### src/rtl/satatrn_txarb.sv
// satatrn_txarb: transport-side TX arbiter in front of the link s_* stream.
// Shares the single link TX port between the command FIS path (req 0) and
// the data FIS path (req 1). It holds the grant for a whole frame and turns
// the link's success/failed result into a done or err pulse for the owner.
// A result-wait timeout and a flush path ensure that a source never stalls.
//
// Handshake: a beat moves on any interface in the cycle where valid && ready
// are both high at the rising clock edge. Valid never waits on ready. The
// ready signals to the sources are combinational from m_ready while in SEND.
module satatrn_txarb #(
   parameter int LGTIMEOUT = 20,
   parameter bit OPT_RR    = 1'b1
) (
   input  logic        i_clk,
   input  logic        i_reset,
   input  logic        s0_valid,
   output logic        s0_ready,
   input  logic [32:0] s0_data,
   input  logic        s0_last,
   input  logic        s0_abort,
   output logic        s0_done,
   output logic        s0_err,
   input  logic        s1_valid,
   output logic        s1_ready,
   input  logic [32:0] s1_data,
   input  logic        s1_last,
   input  logic        s1_abort,
   output logic        s1_done,
   output logic        s1_err,
   output logic        m_valid,
   input  logic        m_ready,
   output logic [32:0] m_data,
   output logic        m_last,
   output logic        m_abort,
   input  logic        i_success,
   input  logic        i_failed,
   input  logic        i_link_ready,
   input  logic        i_link_error,
   output logic [1:0]  o_grant,
   output logic        o_busy,
   output logic [1:0]  o_state_dbg
);

   typedef enum logic [1:0] {
      ST_IDLE  = 2'd0,
      ST_SEND  = 2'd1,
      ST_WAIT  = 2'd2,
      ST_FLUSH = 2'd3
   } state_t;

   state_t               state, state_nx;
   logic                 owner;        // index of the current owner
   logic                 rr_pri;       // requester that wins a tie
   logic [LGTIMEOUT-1:0] timer;

   logic                 grant_take, grant_sel, timer_clr;
   logic                 own_ready, own_done, own_err;
   logic                 o_valid, o_last, o_abort, last_acc;
   logic [32:0]          o_data;

   // Only the owner's stream is visible to the sequencer.
   assign o_valid  = owner ? s1_valid : s0_valid;
   assign o_data   = owner ? s1_data  : s0_data;
   assign o_last   = owner ? s1_last  : s0_last;
   assign o_abort  = owner ? s1_abort : s0_abort;
   assign last_acc = o_valid && m_ready && o_last;

   // Next-state decode and the combinational datapath or pulse outputs.
   always_comb begin
      state_nx   = state;
      grant_take = 1'b0;
      grant_sel  = 1'b0;
      timer_clr  = 1'b0;
      own_ready  = 1'b0;
      own_done   = 1'b0;
      own_err    = 1'b0;
      m_valid    = 1'b0;
      m_data     = '0;
      m_last     = 1'b0;
      m_abort    = 1'b0;
      case (state)
         ST_IDLE: begin
            if (i_link_ready && (s0_valid || s1_valid)) begin
               grant_take = 1'b1;
               state_nx   = ST_SEND;
               if (s0_valid && s1_valid)
                  grant_sel = OPT_RR ? rr_pri : 1'b0;
               else
                  grant_sel = s1_valid;
            end
         end
         ST_SEND: begin
            m_valid   = o_valid;
            m_data    = o_data;
            m_last    = o_last;
            own_ready = m_ready;
            // A terminating event that also takes the final beat has nothing
            // left to flush, so it returns straight to IDLE.
            if (i_link_error || i_failed) begin
               own_err  = 1'b1;
               state_nx = last_acc ? ST_IDLE : ST_FLUSH;
            end else if (o_abort) begin
               m_abort  = 1'b1;
               own_err  = 1'b1;
               state_nx = last_acc ? ST_IDLE : ST_FLUSH;
            end else if (last_acc) begin
               timer_clr = 1'b1;
               state_nx  = ST_WAIT;
            end
         end
         ST_WAIT: begin
            if (i_link_error || i_failed) begin
               own_err  = 1'b1;
               state_nx = ST_IDLE;
            end else if (i_success) begin
               own_done = 1'b1;
               state_nx = ST_IDLE;
            end else if (o_abort || (timer == {LGTIMEOUT{1'b1}})) begin
               m_abort  = 1'b1;
               own_err  = 1'b1;
               state_nx = ST_IDLE;
            end
         end
         ST_FLUSH: begin
            // Beats are consumed and dropped; the err pulse already went out.
            own_ready = 1'b1;
            if (o_abort || (o_valid && o_last))
               state_nx = ST_IDLE;
         end
         default: state_nx = ST_IDLE;
      endcase
   end

   assign s0_ready    = own_ready && !owner;
   assign s1_ready    = own_ready &&  owner;
   assign s0_done     = own_done  && !owner;
   assign s1_done     = own_done  &&  owner;
   assign s0_err      = own_err   && !owner;
   assign s1_err      = own_err   &&  owner;
   assign o_busy      = (state != ST_IDLE);
   assign o_state_dbg = state;

   // State register.
   always_ff @(posedge i_clk) begin
      if (i_reset)
         state <= ST_IDLE;
      else
         state <= state_nx;
   end

   // Grant ownership, and the round-robin pointer that moves at frame end.
   always_ff @(posedge i_clk) begin
      if (i_reset) begin
         owner   <= 1'b0;
         o_grant <= 2'b00;
         rr_pri  <= 1'b0;
      end else if (grant_take) begin
         owner   <= grant_sel;
         o_grant <= grant_sel ? 2'b10 : 2'b01;
      end else if ((state != ST_IDLE) && (state_nx == ST_IDLE)) begin
         o_grant <= 2'b00;
         rr_pri  <= ~owner;
      end
   end

   // Result-wait timer: cleared on the last beat, counts while in WAIT.
   always_ff @(posedge i_clk) begin
      if (i_reset || timer_clr)
         timer <= '0;
      else if (state == ST_WAIT)
         timer <= timer + 1'b1;
   end

endmodule
### config.mk
export PLATFORM = sky130hd
export DESIGN_NAME = satatrn_txarb
export DESIGN_NICKNAME = d
export VERILOG_FILES = /design/src/rtl/satatrn_txarb.sv
export SDC_FILE = /design/constraint.sdc
export NUM_CORES = 1
export LEC_CHECK = 0
export ABC_AREA = 0
export CAP_MARGIN = 40
export CELL_PAD_IN_SITES_DETAIL_PLACEMENT = 0
export CELL_PAD_IN_SITES_GLOBAL_PLACEMENT = 2
export CORE_MARGIN = 2
export CORE_UTILIZATION = 20
export CTS_BUF_LIST = sky130_fd_sc_hd__clkbuf_16
export DETAILED_ROUTE_END_ITERATION = 10
export GPL_TIMING_DRIVEN = 0
export MAX_ROUTING_LAYER = met4
export PLACE_DENSITY_LB_ADDON = 0.1
export SKIP_LAST_GASP = 1
export SLEW_MARGIN = 30
export SYNTH_ARGS = -nofsm -noshare
export SYNTH_HDL_FRONTEND = slang
export SYNTH_SLANG_ARGS = --single-unit
### constraint.sdc
create_clock -name i_clk -period 2.1 [get_ports i_clk]
set_input_delay 0.42 -clock i_clk [delete_from_list [all_inputs] [get_ports i_clk]]
set_output_delay 0.42 -clock i_clk [all_outputs]
set_load 0.05 [all_outputs]
# Word-level counts from Yosys, hierarchy flattened
# Index checks and enable logic that the tools add are counted.
classes:
  n_addsub: 1
  n_mul: 0
  div: 0
  n_lt_le_gt_ge: 0
  n_eq_ne: 4
  n_shift: 0
  muxes: 42
  bitwise_logic: 2
  reduce_logical: 23
ops:
  columns: ["cell", "count"]
  rows:
  - ["$mux 33", 2]
  - ["$mux 1", 24]
  - ["$mux 2", 12]
  - ["$add 20x1->20 const B", 1]
  - ["$eq 20x20->1 const B", 1]
  - ["$logic_and 1x1->1", 12]
  - ["$pmux 2 s4", 1]
  - ["$pmux 1 s2", 3]
  - ["$logic_or 1x1->1", 5]
  - ["$eq 2x2->1 const B", 2]
  - ["$logic_not 2->1", 2]
  - ["$reduce_bool 2->1", 2]
  - ["$eq 2x1->1 const B", 1]
  - ["$not 1->1", 2]
  - ["$reduce_and 2->1", 1]
  - ["$logic_not 1->1", 1]
totals:
  regBits: 26
  latch_bits: 0
  ram_bits: 0
  mem_bits_ro: 0
  input_bits: 79
  output_inout_bits: 47
  word_cells: 77
  n_memories: 0

# Longest topological paths before layout
# Gate-level depths: netlist of run 1.
depth:
  word_depth: 11
  depth_mapped: 8
  mapped_depth_nobuf: 7

# Least setup slack after synthesis of run 1
# Ideal clock, no wire load.
synth_path:
  kind: "register -> output"
  start: "register state[0], in the netlist o_state_dbg[0]"
  end: "output s0_err"
  t_arrival_ps: 2684
  required_time_ps: 1680
  setup_slack_ps: -1004
  stages_incl_launch_ff: 7
  path_buffers: 1
  cell_sequence: "dfxtp_1 -> inv_1 -> ha_1 -> buf_2 -> and2_1 -> o21a_1 -> nor3b_1"
synth_via:
  elab_chain_len: 3
  word_cells_on_any_way: 4
  cone_classes: "eq/ne: 2; mux: 1; reduce/logical: 1"
synth_lines:
  columns: ["element", "line_no", "text"]
  rows:
  - ["start, declared", "51", "state_t state, state_nx;"]
  - ["start signal, assigned", "148", "state <= state_nx;"]
  - ["$eq 2x2->1 / $eq 2x1->1 (equally long branches)", "81", "case (state)"]
  - ["$pmux 1 s2 (*)", "81", null]
  - ["$logic_and 1x1->1 (*)", "138", "assign s0_err = own_err && !owner;"]
  - ["end, declared", "22", "output logic s0_err,"]
# Mark *: on every way between the ends. The rest lies on a longest branch, timed or not.

# Final worst setup path of run 1
layout_path:
  start: "register timer[1]"
  end: "output s0_err"
layout_via:
  elab_chain_len: 7
layout_lines:
  columns: ["element", "line_no", "text"]
  rows:
  - ["start, declared", "54", "logic [LGTIMEOUT-1:0] timer;"]
  - ["start signal, assigned", "171", "timer <= timer + 1'b1;"]
  - ["$eq 20x20->1", "118", "end else if (o_abort || (timer == {LGTIMEOUT{1'b1}})) begin"]
  - ["$logic_or 1x1->1", "118", null]
  - ["$mux 1", "118", null]
  - ["$mux 1", "115", "end else if (i_success) begin"]
  - ["$mux 1", "112", "if (i_link_error || i_failed) begin"]
  - ["$pmux 1 s2", "81", null]
  - ["$logic_and 1x1->1", "138", null]
# Every way passes these cells.

==> summary.md, run 1 <==
| Metric | Value |
|---|---|
| Asr flop ratio synth | 0% |
| Hold Crit Class | reg -> reg |
| Setup Skew | about 3.1 ps |
| Vias per cell | approximately 4.3 |
| Die span in x | between 100 and 150 µm |
| Layout cells sized above 1 | between 40 and 50% |
| Status | complete, but fails checks |
| Post-synth EDFFs | 0 |
| Fin crit period | approximately 2300 ps |
| Storage cell area | ~550 µm² |
| Gr ovfl total | 0 |
| Top-level I/O count | ~130 |
| Setup violations, final | 3 |
| Net Sw Frac | 48.3% |
| Fin Hold WS | between 400 and 500 ps |
| Worst R2R Start | timer[1]$_SDFFE_PP0N_ |
| Clk network pwr share | about 14% |
| Residual DRC count | 0 |
| Root Driver | clkbuf_16 |
| FP Rows | 37 |
| # port buffers | 124 |
| Initial DRT Pass Iterations | 4 |
| WS Path Type | reg -> out |
| Nets | just under 500 |
| Max H-tree Level | 1 |
| #FFs+latches synth | 26 |
| Antenna Nets Post-Route | 0 |
| Synth warn | 0 |
| First-pass GRT wire length | approximately 12 mm |
| Initial antenna violation count | 0 |
| Place WS | -905 ps |
| Endpoints failing hold | 0 |
| Setup TNS | -327 ps |
| Vias in the first global route | roughly 2400 |
| Simple-gate area share of the yosys netlist | 32.5% |
| CP max FO | 2 |
| Unrepaired setup endpoints after global routing | yes |
| Maxcap violations | 0 |
| Synth Cell Area | between 2000 and 2500 µm² |
| Initial drt markers | 53 |
| Clk buf depth | 2 |
| Worst-Skew Late Latency | around 260 ps |
| Power density cells | slightly above 900 nW/µm² |
| Adder-cell share of the synthesized area | between 2 and 3% |
| Reg power frac | between 15 and 20% |
| Slew margin rel. | around two thirds |
| Failing checks | setup timing |
| Worst Setup SP | timer[1]$_SDFFE_PP0N_ |
| Chip height | approximately 110 µm |
| Crit-path cells | ha_4 > and4_1 > and3_4 > a31oi_4 > o21a_2 > nor3b_4 > buf_6 |
| Final HPWL DP | 6.42 mm |
| Worst setup EP type | primary output |
| Mux cell area share after synthesis | a little under a fifth |
| Maximum vdd ir drop | about 0.00044 V |
| Sw Pwr | about 1.8 mW |
| Least-Margin Pin Slew | 514 ps |
| Leakage | roughly 1.5 nW |
| Part of the cycle the worst path needs | 107% |
| Post-synth cell types | 43 |
| Syn_nets | around 340 |
| Post-Synth XOR/XNOR Area | under 10% |
| Slowest CP cell | dfxtp_2 |
| WL/cell | roughly 15 µm |
| Register area share after synthesis | between 20% and 30% |
| CP Data Required Time | 1680 ps |
| Critical path arrival | approximately 1800 ps |
| Cts hold-fix bufs | 0 |
| GP Congestion | about 0.7 |
| Fin cells | between 500 and 600 |
| Cells after synthesis | 253 |
| Avg Inst Size Synth | 8.27 µm² |
| CTS buffer count | 3 |
| Largest net degree at the start of global routing | 16 |
| Area Growth Syn to Fin | 90.8% |
| Core Region | between 10000 and 15000 µm² |
| Combinational family with the most area after synthesis | simple AND/OR/NAND/NOR gates |
| CTS Sinks | 26 |
| Int Pwr | between 1.5 and 2 mW |
| Most common cell after layout, fill and taps aside | clkdlybuf4s50_1 |
| Total GRT Usage | roughly 14% |
| CTS tree | done |
| Compound-gate portion of the synthesized area | approximately 8.6% |
| Main synth FF type | dfxtp_1 |
| Footprint of the multi-input gates | 1750 µm² |
| Max-slew violations | 0 |
| Die area | about 11000 µm² |
| Slowest cell delay on critical path | ~350 ps |
| Slack of the critical path | -153 ps |
| FMAX | 444 MHz |
| # fillers | between 1000 and 1500 |
| Initial Util | 20.4% |
| Comb pwr share | a little over two thirds |
| Setup crit start kind | flop |
| HP Start | timer[11]$_SDFFE_PP0N_ |
| Most frequent cells in the layout | clkdlybuf4s50_1, mux2i_1, buf_4, nor2b_2, nor2_1 |
| Total power | 3.74 mW |
| DRT Wirelength | ~8 mm |
| Worst-path clk slew | roughly 70 ps |
| Vias | roughly 2300 |
| Post-Place Cells | between 500 and 600 |
[kinds of logic (layout without fill, tap and decap cells)]
kind of cell / count (synthesis) / after routing
fa+ha+maj: 5 / 5
buf+inv: 22 / 166
compound gates: 24 / 24
xor+xnor: 17 / 17
mux: 39 / 39
flops: 26 / 26
other cells: 0 / 1
simple gates: 120 / 120
[routing by layer]
metal  wire (µm)  GRT usage, %
met1        3210          16.4
met4          88          2.91
met5           0             -
met2        4460          26.6
met3         205          2.02
[timing repair]
action | 4_1_cts | 5_1_grt
endpoints found under the setup margin | 43 | 43
endpoints found under the hold margin | 0 | 0
pin swaps | 10 | 8
gates resized for setup | 282 | 34
setup buffers | 9 | 9
[synthesized netlist by cell type, types with 2 or more instances]
library cell,number,area share (%)
a21oi_1,7,1.7
and2_1,2,0.60
and3_1,2,0.60
and4_1,6,2.5
buf_2,7,1.7
clkbuf_1,6,1.1
dfxtp_1,26,25
ha_1,5,3.0
inv_1,7,1.3
mux2i_1,37,18
nand2_1,14,2.5
nand2b_1,2,0.60
nand3_1,7,1.7
nand3b_1,3,1.1
nand4_1,7,2.1
nor2_1,26,4.7
nor2b_1,39,12
nor3_1,3,0.72
o21a_1,3,1.1
o21ai_0,3,0.72
o22ai_1,2,0.60
or2_2,2,0.60
or3_1,2,0.60
xnor2_1,5,2.1
xor2_1,12,5.0
[layout make-up]
cell class / count / area share [%]
Multi-Input combinational cell: 205 / 43.9
Timing Repair Buffer: 141 / 31.9
Sequential cell: 26 / 13.7
Tap cell: 136 / 4.26
Buffer: 14 / 3.01
Clock buffer: 4 / 2.51
Inverter: 7 / 0.752
Antenna cell: 1 / 0.0627
[worst paths after layout]
kind | endpoint | slack, ps | depth (start not counted)
max reg2reg | rr_pri$_SDFFE_PP0P_ | 140 | 9
min | timer[11]$_SDFFE_PP0N_ | 500 | 2
max | s0_err | -150 | 7
min reg2reg | timer[11]$_SDFFE_PP0N_ | 500 | 2
[sequential cells by signal, summed over array words and instances (netlist names)]
register	cells
owner	1
rr_pri	1
o_state_dbg	2
o_grant	2
timer	20
[power by group through the flow]
stage	Clock [mW]	Combinational, mW	Sequential (mW)
after floorplan	0	1.59	0.697
after global placement	0	2.50	0.617
after detailed placement	0	2.49	0.614
after CTS	0.535	2.51	0.618
after global routing	0.559	2.76	0.631
final	0.514	2.60	0.618
[stage by stage]
stage	cell area (µm²)	utilization (%)
2_1_floorplan	2240	-
3_3_place_gp	3650	35.7
3_5_place_dp	3650	35.7
4_1_cts	3840	37.5
5_1_grt	3990	39.0
6_report	3990	39.0
[worst max-delay path, delay by kind of cell, from the launching register on]
family	cells	cell delay, ps
compound gates	2	320
fa+ha+maj	1	130
buf+inv	1	180
flops	1	350
simple gates	3	580
Note: power is estimated with default switching activity, not from simulation.
==> run 2, diff against run 1 <==
--- a/config.mk
+++ b/config.mk
@@ -9,7 +9,6 @@
 export CAP_MARGIN = 40
 export CELL_PAD_IN_SITES_DETAIL_PLACEMENT = 0
 export CELL_PAD_IN_SITES_GLOBAL_PLACEMENT = 2
-export CORE_MARGIN = 2
 export CORE_UTILIZATION = 20
 export CTS_BUF_LIST = sky130_fd_sc_hd__clkbuf_16
 export DETAILED_ROUTE_END_ITERATION = 10
@@ -17,7 +16,7 @@
 export MAX_ROUTING_LAYER = met4
 export PLACE_DENSITY_LB_ADDON = 0.1
 export SKIP_LAST_GASP = 1
-export SLEW_MARGIN = 30
+export SLEW_MARGIN = 10
 export SYNTH_ARGS = -nofsm -noshare
 export SYNTH_HDL_FRONTEND = slang
 export SYNTH_SLANG_ARGS = --single-unit
==> run 2 against run 1 <==
  * The flow still finishes with violations (setup timing)
  * Core utilization grew 0.59 points
  * Combinational power is 3% lower
  * Clock power is 1% lower
  * Largest power group unchanged
  * Setup slack better by 23 ps
  * Sequential share of layout area increased by 0.23 points
  * Power fell by 2.1%
  * Fmax rose by 1.1%
  * Non-clock buffer count fell by 1
  * First-iteration DRC count fell by 11%
==> summary.md, run 2 (synthesis results as in run 1) <==
| Metric | Value |
|---|---|
| Status | complete, but fails checks |
| Failing checks | setup timing |
| Core Region | 9950 µm² (-2.7%) |
| Setup violations, final | 3 (unchanged) |
| Root Driver | clkbuf_16 |
| Max H-tree Level | 1 (unchanged) |
| Top reg by flops | timer |
| CP delay by family, top | simple AND/OR/NAND/NOR gates |
| Vias per cell | 4.33 (+0.51%) |
| Hold endpoint | timer[14]$_SDFFE_PP0N_ |
| Total power | 3.66 mW (-2.1%) |
| Nets | 481 (-0.21%) |
| Die span in x | 104 µm (-1.9%) |
| Worst Hold Depth | 2 (unchanged) |
| WL/cell | 15.0 µm (+0.86%) |
| Antenna Nets Post-Route | 0 (unchanged) |
| WS Path Type | reg -> out |
| R2R Path End | timer[17]$_SDFFE_PP0N_ |
| Chip height | 104 µm (-1.9%) |
| Max reg flops | 20 (unchanged) |
| Initial Util | 21.0% (+0.57 points) |
| Slack of the critical path | -129 ps (+23.4 ps) |
| Slowest CP cell | dfxtp_2 |
| Worst-path clk slew | 70 ps (about the same) |
| Worst R2R Start | o_state_dbg[0]$_SDFF_PP0_ |
| Total GRT Usage | 14.9% (+0.53 points) |
| Area Growth Syn to Fin | 88.5% |
| Layout cells sized above 1 | 40.2% (-0.91 points) |
| Setup Skew | 3.34 ps (+0.256 ps) |
| Most common cell after layout, fill and taps aside | clkdlybuf4s50_1 |
| Worst setup EP type | primary output |
| Vias | 2288 (-0.44%) |
| DRT Wirelength | 7.96 mm (about the same) |
| Worst r2r path cells | 8 (-1) |
| Die area | 10900 µm² (-3.7%) |
| Fin Hold WS | 487 ps (-9.46 ps) |
| Hold Crit Class | reg -> reg |
| Fin crit period | 2230 ps (-23.4 ps) |
| FMAX | 449 MHz (+1.1%) |
| Post-Place Cells | 510 (-0.58%) |
| Top-level I/O count | 126 (unchanged) |
| Setup crit start kind | flop |
| ANT cells | 0 (-1) |
| Buf/Inv on CP | 1 (unchanged) |
| Vias in the first global route | 2327 (-2.1%) |
| CTS Sinks | 26 (unchanged) |
| Part of the cycle the worst path needs | 106% (-1.1 points) |
| Largest net degree at the start of global routing | 16 (unchanged) |
| CTS buffer count | 3 (unchanged) |
| Worst-Skew Late Latency | 260 ps (about the same) |
| Final HPWL DP | 6.41 mm (-0.14%) |
| CP max FO | 2 (unchanged) |
| Reg2reg setup slack | 180 ps (+40 ps) |
| Least-Margin Pin Slew | 512 ps (-2.18 ps) |
| Initial drt markers | 47 (-11%) |
| Fin cells | 529 (-0.94%) |
| Initial DRT Pass Iterations | 4 (unchanged) |
| Crit-path cells | ha_4 > and4_1 > and3_4 > a31oi_1 > o21a_1 > nor3b_4 > buf_6 |
| Initial antenna violation count | 0 (unchanged) |
| Slowest cell delay on critical path | 360 ps (about the same) |
| GP Congestion | 0.764 (+5.9%) |
| Gr ovfl total | 0 (unchanged) |
| Maximum vdd ir drop | 0.000464 V (+6.4%) |
| Power density cells | 927 nW/µm² (-0.89%) |
| First-pass GRT wire length | 12.5 mm (+0.27%) |
| Unrepaired setup endpoints after global routing | yes |
| Endpoints failing hold | 0 (unchanged) |
| CP Data Required Time | 1680 ps (about the same) |
| Cts hold-fix bufs | 0 (unchanged) |
| Clk buf depth | 2 (unchanged) |
| Slew margin rel. | 65.8% (+0.15 points) |
| Maxcap violations | 0 (unchanged) |
| FP Rows | 36 (-2.7%) |
| Residual DRC count | 0 (unchanged) |
| Leakage | 1.49 nW (-0.71%) |
| CTS tree | done |
| Most frequent cells in the layout | clkdlybuf4s50_1, mux2i_1, nor2b_2, buf_4, nor2_1 |
| HP Start | timer[14]$_SDFFE_PP0N_ |
| # port buffers | 124 (unchanged) |
| Critical path arrival | 1810 ps (-20 ps) |
| Max-slew violations | 0 (unchanged) |
-- run 2: changes by cell type in the layout (fill, tap and decap cells not counted), sizes merged --
cell	change
clkdlybuf4s18	-1
diode	-1
buf	-5
clkbuf	+5
-- run 2: how the worst max path moves through the flow --
stage | start | endpoint | cells after the start
final | timer[1]$_SDFFE_PP0N_ | s0_err | 7
after global routing | timer[12]$_SDFFE_PP0N_ | s0_err | 6
after CTS | timer[13]$_SDFFE_PP0N_ | s0_err | 6
after detailed placement | o_state_dbg[1]$_SDFF_PP0_ | m_data[14] | 6
after global placement | o_state_dbg[1]$_SDFF_PP0_ | m_data[14] | 6
after floorplan | o_state_dbg[1]$_SDFF_PP0_ | m_data[15] | 5
-- run 2: report_power, final --
group	switching, mW	internal (mW)
Sequential	0.0651	0.554
Clock	0.176	0.331
Combinational	1.52	1.02
Total	1.76	1.90
-- run 2: metrics by stage --
| step | TNS [ps] | area [µm²] | util, % | setup WS [ps] |
|---|---|---|---|---|
| after detailed placement | -27680 | 3650 | 36.7 | -855 |
| after global placement | -30000 | 3650 | 36.7 | -922 |
| final | -310 | 3940 | 39.6 | -129 |
| after floorplan | -944 | 2240 | - | -62.9 |
| after global routing | -633 | 3940 | 39.6 | -237 |
| after CTS | -407 | 3820 | 38.4 | -171 |
-- run 2: final cells by class --
class                   count  area, µm²
clock buffers               4        100
fillers                  1066       6010
multi-input cells         205       1710
well taps                 133        166
plain buffers              14        116
flip-flops and latches     26        548
repair buffers            140       1270
inverters                   7       30.0
-- run 2: what timing repair did --
action | CTS | global route
buffers inserted | 10 | 6
setup endpoints to repair | 43 | 40
gates cloned | 0 | 0
gates resized for setup | 278 | 36
pin swaps | 7 | 3
-- run 2: routing by layer --
| metal | part of all wire [%] | GRT usage, % | up-vias |
|---|---|---|---|
| met1 | 40 | 16.4 | 1067 |
| li1 | - | - | 1163 |
| met3 | 2.9 | 2.13 | 6 |
| met5 | 0 | - | - |
| met2 | 55 | 28.1 | 52 |
| met4 | 1.3 | 3.06 | 0 |
-- run 2: worst min-delay path: stages, from the launching register on --
cell and delay, ps:
dfxtp_2 330, o21ai_0 70, a21oi_1 60
==> run 3, diff against run 2 <==
--- a/config.mk
+++ b/config.mk
@@ -5,7 +5,6 @@
 export SDC_FILE = /design/constraint.sdc
 export NUM_CORES = 1
 export LEC_CHECK = 0
-export ABC_AREA = 0
 export CAP_MARGIN = 40
 export CELL_PAD_IN_SITES_DETAIL_PLACEMENT = 0
 export CELL_PAD_IN_SITES_GLOBAL_PLACEMENT = 2
==> results of run 3 <==
The final DEF is identical to that of run 2; final timing and power are the same.
